File: src/rtl/alu_mul_sequencer_if.sv
// Interface bundling the multiply request/response and the time-shared ALU port.
//   start/sgn/a/b : multiply request, sampled only while the sequencer is idle
//   busy/done     : status; done is a one-cycle pulse with result valid
//   result/zero   : product (low WIDTH bits) and registered zero flag
//   alu_a/b/op    : operands and opcode driven to the shared ALU
//   alu_c         : combinational ALU result returned to the sequencer
// Modports: master = requester + ALU side, slave = sequencer.
interface alu_mul_sequencer_if #(
  parameter int unsigned WIDTH = 32
);
  logic             start;
  logic             sgn;
  logic [WIDTH-1:0] a;
  logic [WIDTH-1:0] b;
  logic [WIDTH-1:0] alu_a;
  logic [WIDTH-1:0] alu_b;
  logic [1:0]       alu_op;
  logic [WIDTH-1:0] alu_c;
  logic             busy;
  logic             done;
  logic [WIDTH-1:0] result;
  logic             zero;

  modport master (
    output start, sgn, a, b, alu_c,
    input  alu_a, alu_b, alu_op, busy, done, result, zero
  );

  modport slave (
    input  start, sgn, a, b, alu_c,
    output alu_a, alu_b, alu_op, busy, done, result, zero
  );
endinterface

File: src/rtl/alu_mul_sequencer.sv
// Multi-cycle shift-and-add multiplier that borrows the shared 32-bit ALU.
// Signed operands are made positive with ALU subtracts (0 - x) before the
// add loop, and the product is negated afterwards when the signs differ.
// Ports:
//   clk  : rising-edge clock
//   rst  : synchronous active-high reset
//   bus  : alu_mul_sequencer_if.slave (request, status, result, ALU A/B/Op/C)
// Optional build macro: ALU_MUL_EARLY_TERM_EN -- leave the add loop as soon as
// the remaining multiplier bits are all zero (data-dependent latency).
module alu_mul_sequencer #(
  parameter int unsigned WIDTH = 32
) (
  input logic                clk,
  input logic                rst,
  alu_mul_sequencer_if.slave bus
);

  localparam int unsigned CNT_W = $clog2(WIDTH) + 1;

  localparam logic [1:0] OpAdd = 2'b00;
  localparam logic [1:0] OpSub = 2'b01;

  typedef enum logic [2:0] {
    StIdle,
    StNegA,
    StNegB,
    StMul,
    StFix,
    StDone
  } stateT;

  stateT            stateQ, stateD;
  logic [WIDTH-1:0] mcandQ, mcandD;
  logic [WIDTH-1:0] mplierQ, mplierD;
  logic [WIDTH-1:0] accQ, accD;
  logic [CNT_W-1:0] cntQ, cntD;
  logic             negResQ, negResD;
  logic             sgnQ, sgnD;
  logic [WIDTH-1:0] resultQ;
  logic             zeroQ;
  logic             lastIter;

  // State register
  always_ff @(posedge clk) begin
    if (rst) begin
      stateQ <= StIdle;
    end else begin
      stateQ <= stateD;
    end
  end

  // Datapath registers
  always_ff @(posedge clk) begin
    if (rst) begin
      mcandQ  <= '0;
      mplierQ <= '0;
      accQ    <= '0;
      cntQ    <= '0;
      negResQ <= 1'b0;
      sgnQ    <= 1'b0;
      resultQ <= '0;
      zeroQ   <= 1'b1;
    end else begin
      mcandQ  <= mcandD;
      mplierQ <= mplierD;
      accQ    <= accD;
      cntQ    <= cntD;
      negResQ <= negResD;
      sgnQ    <= sgnD;
      // Capture on entry to DONE so result is already valid while done is high.
      if (stateD == StDone) begin
        resultQ <= accD;
        zeroQ   <= (accD == '0);
      end
    end
  end

  // Next-state and datapath update
  always_comb begin
    stateD   = stateQ;
    mcandD   = mcandQ;
    mplierD  = mplierQ;
    accD     = accQ;
    cntD     = cntQ;
    negResD  = negResQ;
    sgnD     = sgnQ;
    lastIter = 1'b0;
    unique case (stateQ)
      StIdle: begin
        if (bus.start) begin
          mcandD  = bus.a;
          mplierD = bus.b;
          accD    = '0;
          cntD    = '0;
          sgnD    = bus.sgn;
          negResD = bus.sgn & (bus.a[WIDTH-1] ^ bus.b[WIDTH-1]);
          if (bus.sgn && bus.a[WIDTH-1]) begin
            stateD = StNegA;
          end else if (bus.sgn && bus.b[WIDTH-1]) begin
            stateD = StNegB;
          end else begin
            stateD = StMul;
          end
        end
      end
      StNegA: begin
        mcandD = bus.alu_c;
        // mplier is untouched here, so its sign bit is still the captured b's.
        stateD = (sgnQ && mplierQ[WIDTH-1]) ? StNegB : StMul;
      end
      StNegB: begin
        mplierD = bus.alu_c;
        stateD  = StMul;
      end
      StMul: begin
        if (mplierQ[0]) begin
          accD = bus.alu_c;
        end
        mcandD   = mcandQ << 1;
        mplierD  = mplierQ >> 1;
        cntD     = cntQ + CNT_W'(1);
        lastIter = (cntQ == CNT_W'(WIDTH - 1));
`ifdef ALU_MUL_EARLY_TERM_EN
        if (mplierD == '0) begin
          lastIter = 1'b1;
        end
`endif
        if (lastIter) begin
          stateD = negResQ ? StFix : StDone;
        end
      end
      StFix: begin
        accD   = bus.alu_c;
        stateD = StDone;
      end
      StDone: begin
        stateD = StIdle;
      end
      default: begin
        stateD = StIdle;
      end
    endcase
  end

  // Outputs: ALU drive and status decoded from the current state
  always_comb begin
    bus.alu_a  = '0;
    bus.alu_b  = '0;
    bus.alu_op = OpAdd;
    unique case (stateQ)
      StNegA: begin
        bus.alu_b  = mcandQ;
        bus.alu_op = OpSub;
      end
      StNegB: begin
        bus.alu_b  = mplierQ;
        bus.alu_op = OpSub;
      end
      StMul: begin
        bus.alu_a  = accQ;
        bus.alu_b  = mcandQ;
        bus.alu_op = OpAdd;
      end
      StFix: begin
        bus.alu_b  = accQ;
        bus.alu_op = OpSub;
      end
      default: begin
        bus.alu_op = OpAdd;
      end
    endcase
    bus.busy = (stateQ != StIdle) && (stateQ != StDone);
    bus.done = (stateQ == StDone);
  end

  assign bus.result = resultQ;
  assign bus.zero   = zeroQ;

endmodule
File: src/flat_wrapper.sv
// flat-port wrapper written by rule: the top's interface ports become plain ports
module alu_mul_sequencer_flat 
#(
  parameter int unsigned WIDTH = 32
)
  (clk, rst, bus_start, bus_sgn, bus_a, bus_b, bus_alu_c, bus_alu_a, bus_alu_b, bus_alu_op, bus_busy, bus_done, bus_result, bus_zero);
  alu_mul_sequencer_if #(.WIDTH(WIDTH)) bus_i ();
  input logic clk;
  input logic rst;
  input wire logic [$bits(bus_i.start)-1:0] bus_start;
  input wire logic [$bits(bus_i.sgn)-1:0] bus_sgn;
  input wire logic [$bits(bus_i.a)-1:0] bus_a;
  input wire logic [$bits(bus_i.b)-1:0] bus_b;
  input wire logic [$bits(bus_i.alu_c)-1:0] bus_alu_c;
  output wire logic [$bits(bus_i.alu_a)-1:0] bus_alu_a;
  output wire logic [$bits(bus_i.alu_b)-1:0] bus_alu_b;
  output wire logic [$bits(bus_i.alu_op)-1:0] bus_alu_op;
  output wire logic [$bits(bus_i.busy)-1:0] bus_busy;
  output wire logic [$bits(bus_i.done)-1:0] bus_done;
  output wire logic [$bits(bus_i.result)-1:0] bus_result;
  output wire logic [$bits(bus_i.zero)-1:0] bus_zero;
  assign bus_i.start = bus_start;
  assign bus_i.sgn = bus_sgn;
  assign bus_i.a = bus_a;
  assign bus_i.b = bus_b;
  assign bus_i.alu_c = bus_alu_c;
  assign bus_alu_a = bus_i.alu_a;
  assign bus_alu_b = bus_i.alu_b;
  assign bus_alu_op = bus_i.alu_op;
  assign bus_busy = bus_i.busy;
  assign bus_done = bus_i.done;
  assign bus_result = bus_i.result;
  assign bus_zero = bus_i.zero;
  alu_mul_sequencer #(.WIDTH(WIDTH)) u_core (.clk(clk), .rst(rst), .bus(bus_i));
endmodule
File: config.mk
export PLATFORM = sky130hd
export DESIGN_NAME = alu_mul_sequencer_flat
export DESIGN_NICKNAME = d
export VERILOG_FILES = /design/src/rtl/alu_mul_sequencer_if.sv /design/src/rtl/alu_mul_sequencer.sv /design/src/flat_wrapper.sv
export SDC_FILE = /design/constraint.sdc
export NUM_CORES = 1
export LEC_CHECK = 0
export ABC_CLOCK_PERIOD_IN_PS = 2700
export CAP_MARGIN = 30
export CELL_PAD_IN_SITES_DETAIL_PLACEMENT = 1
export CELL_PAD_IN_SITES_GLOBAL_PLACEMENT = 2
export CORE_UTILIZATION = 28
export CTS_BUF_LIST = sky130_fd_sc_hd__clkbuf_8 sky130_fd_sc_hd__clkbuf_16
export CTS_CLUSTER_SIZE = 8
export DETAILED_ROUTE_END_ITERATION = 8
export PLACE_DENSITY_LB_ADDON = 0.08
export RECOVER_POWER = 100
export SLEW_MARGIN = 0
export SYNTH_ARGS = -nofsm -noshare
export SYNTH_HDL_FRONTEND = slang
export SYNTH_SLANG_ARGS = --single-unit
File: constraint.sdc
create_clock -name clk -period 2.7 [get_ports clk]
set_input_delay 0.54 -clock clk [delete_from_list [all_inputs] [get_ports clk]]
set_output_delay 0.54 -clock clk [all_outputs]
set_load 0.01 [all_outputs]
==> results.yml <==
outcome:
  status: "finished, violations left"
  failed_checks: "design-rule violations"
synth:
  syn-instance-count: 940
  synthTopCellsByArea: "dfxtp_1, mux2i_1, nand2_1, a21oi_1, o211ai_1"
  netlist_top_cells_count: "nand2_1, dfxtp_1, a21oi_1"
  synth_most_common_cell: "nand2_1"
  synth_seq_area_share_pct: 37.4
  synth.distinct_cells: 49
  synth_ff_type: "dfxtp_1"
  synth-edff-count: 0
  synth_seq_cells: 140
  synthArstFlopShare_pct: 0
  synth_area_um2: 7500
  syn_nets: 1041
  avgSynthCellArea_um2: 7.98
  ys_warn_count: 0
  yosys.area.top_type_share_pct: 37.4
  yosysTopAreaCell: "dfxtp_1"
global_route:
  grt_pass1_wl_um: 50200
  gr-total-overflow: 0
  grt_max_degree: 86
  grt_pass1_vias: 7965
  groute.usage.overall_pct: 24.1
  antenna_found_initial: 2
die:
  coreArea_um2: 26100
  placementRows: 59
  die_x_um: 166
  initial_core_util_pct: 28.7
  die_area_um2: 27400
  io_pins: 201
  die_h_um: 166
timing:
  whs_ns: 0.460
  worst_slew_pin_slew_ns: 0.790
  min_period_ns: 2.62
  setup_viol: 0
  max_freq_mhz: 381
  fin_crit_sh_pct: 97.2
  relSlewSlack_pct: 47.3
  rsz0062_at_grt: "no"
  maxSlewViolCount: 0
  clock_skew_ns: 0.00982
  report.final.hold_viol_count: 0
layout:
  fin_nets: 1259
  syn_to_final_growth_pct: 49.4
  drive_gt1_share_pct: 11.6
  layoutNonFillerInstCount: 1508
pwr:
  switching_share_pct: 35.7
  power.total_mw: 7.10
  clkPwrFrac_pct: 32.7
  pwr-share-seq_pct: 34.1
  p_sw_mw: 2.53
  powerDensity_nw_per_um2: 634
  peakVddDrop_mv: 0.435
  pwr-share-comb_pct: 33.3
  p_leak_nw: 4.59
  internal_power_mw: 4.57
setup_path:
  startpoint_type: "flip-flop"
  rrSetupSlack_ns: 0.12
  r2r-start: "u_core.stateQ[0]$_SDFF_PP0_"
  reg2reg_to: "u_core.bus.zero$_SDFFE_PP1N_"
  cp.required_ns: 2.16
  reg2reg_depth: 8
  endpoint: "bus_alu_b[11]"
  arrival_ns: 2.08
  crit_path_max_fanout: 12
  endpoint_kind: "output port"
  startpoint: "u_core.stateQ[2]$_SDFF_PP0_"
  critPathKind: "reg -> out"
route:
  drt_iter0_markers: 627
  drc_errors: 22
  drt_wl_total_um: 34100
  drt-pass1-iter-count: 7
  postRouteAntennaNets: 0
  drt-wirelength-per-cell_um: 22.6
  viasPerCell: 5.38
  route.vias.total: 8109
clocking:
  clockBufferDepth: 2
  clkTransAtPathRegs_ns: 0.06
  cts_max_level: 4
  cts_tree: "yes"
  holdBufCountCts: 0
  clock_sinks: 140
  cts_root_buf: "clkbuf_16"
  clock_latency_ns: 0.43
  numCtsBuffers: 17
place:
  io_buffers: 199
  dpl.hpwl_um: 23800
  dp.cells: 1447
  place.gp.congestion: 0.836
flow_run:
  maxCapViolations: 0
hold_path:
  hold_class: "reg -> reg"
cells by family after synthesis:
| group | Yosys count | synth area share, % |
|---|---|---|
| AND/OR/NAND/NOR | 295 | 17.8 |
| other | 1 | 0.0500 |
| XOR/XNOR | 6 | 0.701 |
| buffers and inverters | 91 | 5.04 |
| AO/OA/AOI/OAI | 328 | 28.4 |
| flip-flops | 140 | 37.4 |
| multiplexers | 78 | 10.4 |
| adder cells (fa/ha/maj) | 1 | 0.167 |
registers in the layout, summed over array words and instances, names as in the netlist, 3 cells and up:
signal,flops
u_core.accQ,32
u_core.bus.result,32
u_core.mcandQ,32
u_core.mplierQ,32
u_core.cntQ,6
u_core.stateQ,3
final cells by class:
| type | count | area, um^2 |
|---|---|---|
| diodes | 2 | 5.00 |
| well taps | 335 | 419 |
| multi-input cells | 709 | 4350 |
| clock inverters | 14 | 130 |
| fillers | 3089 | 14900 |
| repair buffers | 287 | 3040 |
| clock buffers | 18 | 439 |
| flip-flops and latches | 140 | 2810 |
| inverters | 3 | 11.3 |
power by group through the flow:
stage                     registers, mW  logic, mW  clock network, mW
after global routing               2.44       2.55               2.46
after global placement             2.45       2.10                  0
final                              2.42       2.36               2.32
after floorplan                    2.40       1.22                  0
after detailed placement           2.46       2.11                  0
after CTS                          2.41       2.29               2.38
routing by layer:
layer | part of all wire, % | up-vias | GRT usage (%)
met2 | 44 | 228 | 35.7
met3 | 4.6 | 19 | 3.99
met4 | 1.1 | 0 | 6.79
met5 | 0 | - | 0
li1 | - | 3872 | -
met1 | 50 | 3990 | 35.7
worst max-delay path: stages, from the launching register on:
cell and delay (ns):
dfxtp_2 0.35, buf_4 0.17, nor2_4 0.24, clkbuf_1 0.24, clkbuf_16 0.22, nand2_1 0.06
o21ai_1 0.09, dlygate4sd2_1 0.28
worst min path at each step:
stage | slack [ns] | from | depth (start not counted) | to
floorplan | 0.44 | u_core.mcandQ[31]$_SDFFE_PP0P_ | 2 | u_core.mcandQ[31]$_SDFFE_PP0P_
global placement | 0.45 | u_core.mcandQ[31]$_SDFFE_PP0P_ | 2 | u_core.mcandQ[31]$_SDFFE_PP0P_
detailed placement | 0.45 | u_core.mcandQ[31]$_SDFFE_PP0P_ | 2 | u_core.mcandQ[31]$_SDFFE_PP0P_
CTS | 0.46 | u_core.mcandQ[31]$_SDFFE_PP0P_ | 2 | u_core.mcandQ[31]$_SDFFE_PP0P_
global route | 0.48 | u_core.mcandQ[31]$_SDFFE_PP0P_ | 2 | u_core.mcandQ[31]$_SDFFE_PP0P_
finish | 0.46 | u_core.mcandQ[31]$_SDFFE_PP0P_ | 2 | u_core.mcandQ[31]$_SDFFE_PP0P_
layout by cell type (no fill, tap or decap), types with 3 or more instances in the layout:
cell type | synthesis | routed
bufbuf_16 | 0 | 5
clkbuf_16 | 0 | 22
nand2_1 | 163 | 163
clkbuf_1 | 58 | 10
clkinvlp_4 | 0 | 4
a21oi_1 | 113 | 112
dlygate4sd3_1 | 0 | 22
dlymetal6s4s_1 | 0 | 8
and2_0 | 0 | 8
nand3_1 | 3 | 3
inv_8 | 0 | 5
o2bb2ai_1 | 13 | 13
a211oi_1 | 35 | 35
nor2b_1 | 9 | 8
buf_12 | 0 | 11
a31oi_1 | 2 | 3
o21ai_1 | 0 | 16
clkbuf_2 | 0 | 3
a22oi_1 | 51 | 51
dlymetal6s2s_1 | 0 | 24
clkdlybuf4s50_1 | 0 | 122
nor4_1 | 10 | 10
nor3_1 | 5 | 5
inv_1 | 3 | 3
and2_1 | 33 | 25
dlygate4sd2_1 | 0 | 13
nand4_1 | 7 | 7
dfxtp_1 | 140 | 137
mux2i_1 | 78 | 78
clkdlybuf4s25_1 | 0 | 3
o211ai_1 | 63 | 63
buf_4 | 1 | 57
clkinv_4 | 0 | 3
nand3b_1 | 3 | 3
o21ai_0 | 37 | 21
xor2_1 | 5 | 5
nor2_1 | 49 | 46
stage by stage:
stage	utilization [%]	setup slack, ns	instance area [um^2]	TNS (ns)
6_report	42.9	0.0768	11200	0
5_1_grt	42.9	0.00415	11200	0
4_1_cts	41.9	-0.00164	11000	-0.00296
3_5_place_dp	38.9	0.00733	10200	0
3_3_place_gp	38.9	-0.0121	10200	-0.0121
2_1_floorplan	-	0.445	7500	0
timing repair:
item                       CTS  global route
setup endpoints to repair   65            52
pin swaps                    2             2
gates cloned                 5             5
setup buffers                4            13
gates resized for setup     40            49
Power figures use the tool's default switching activity.
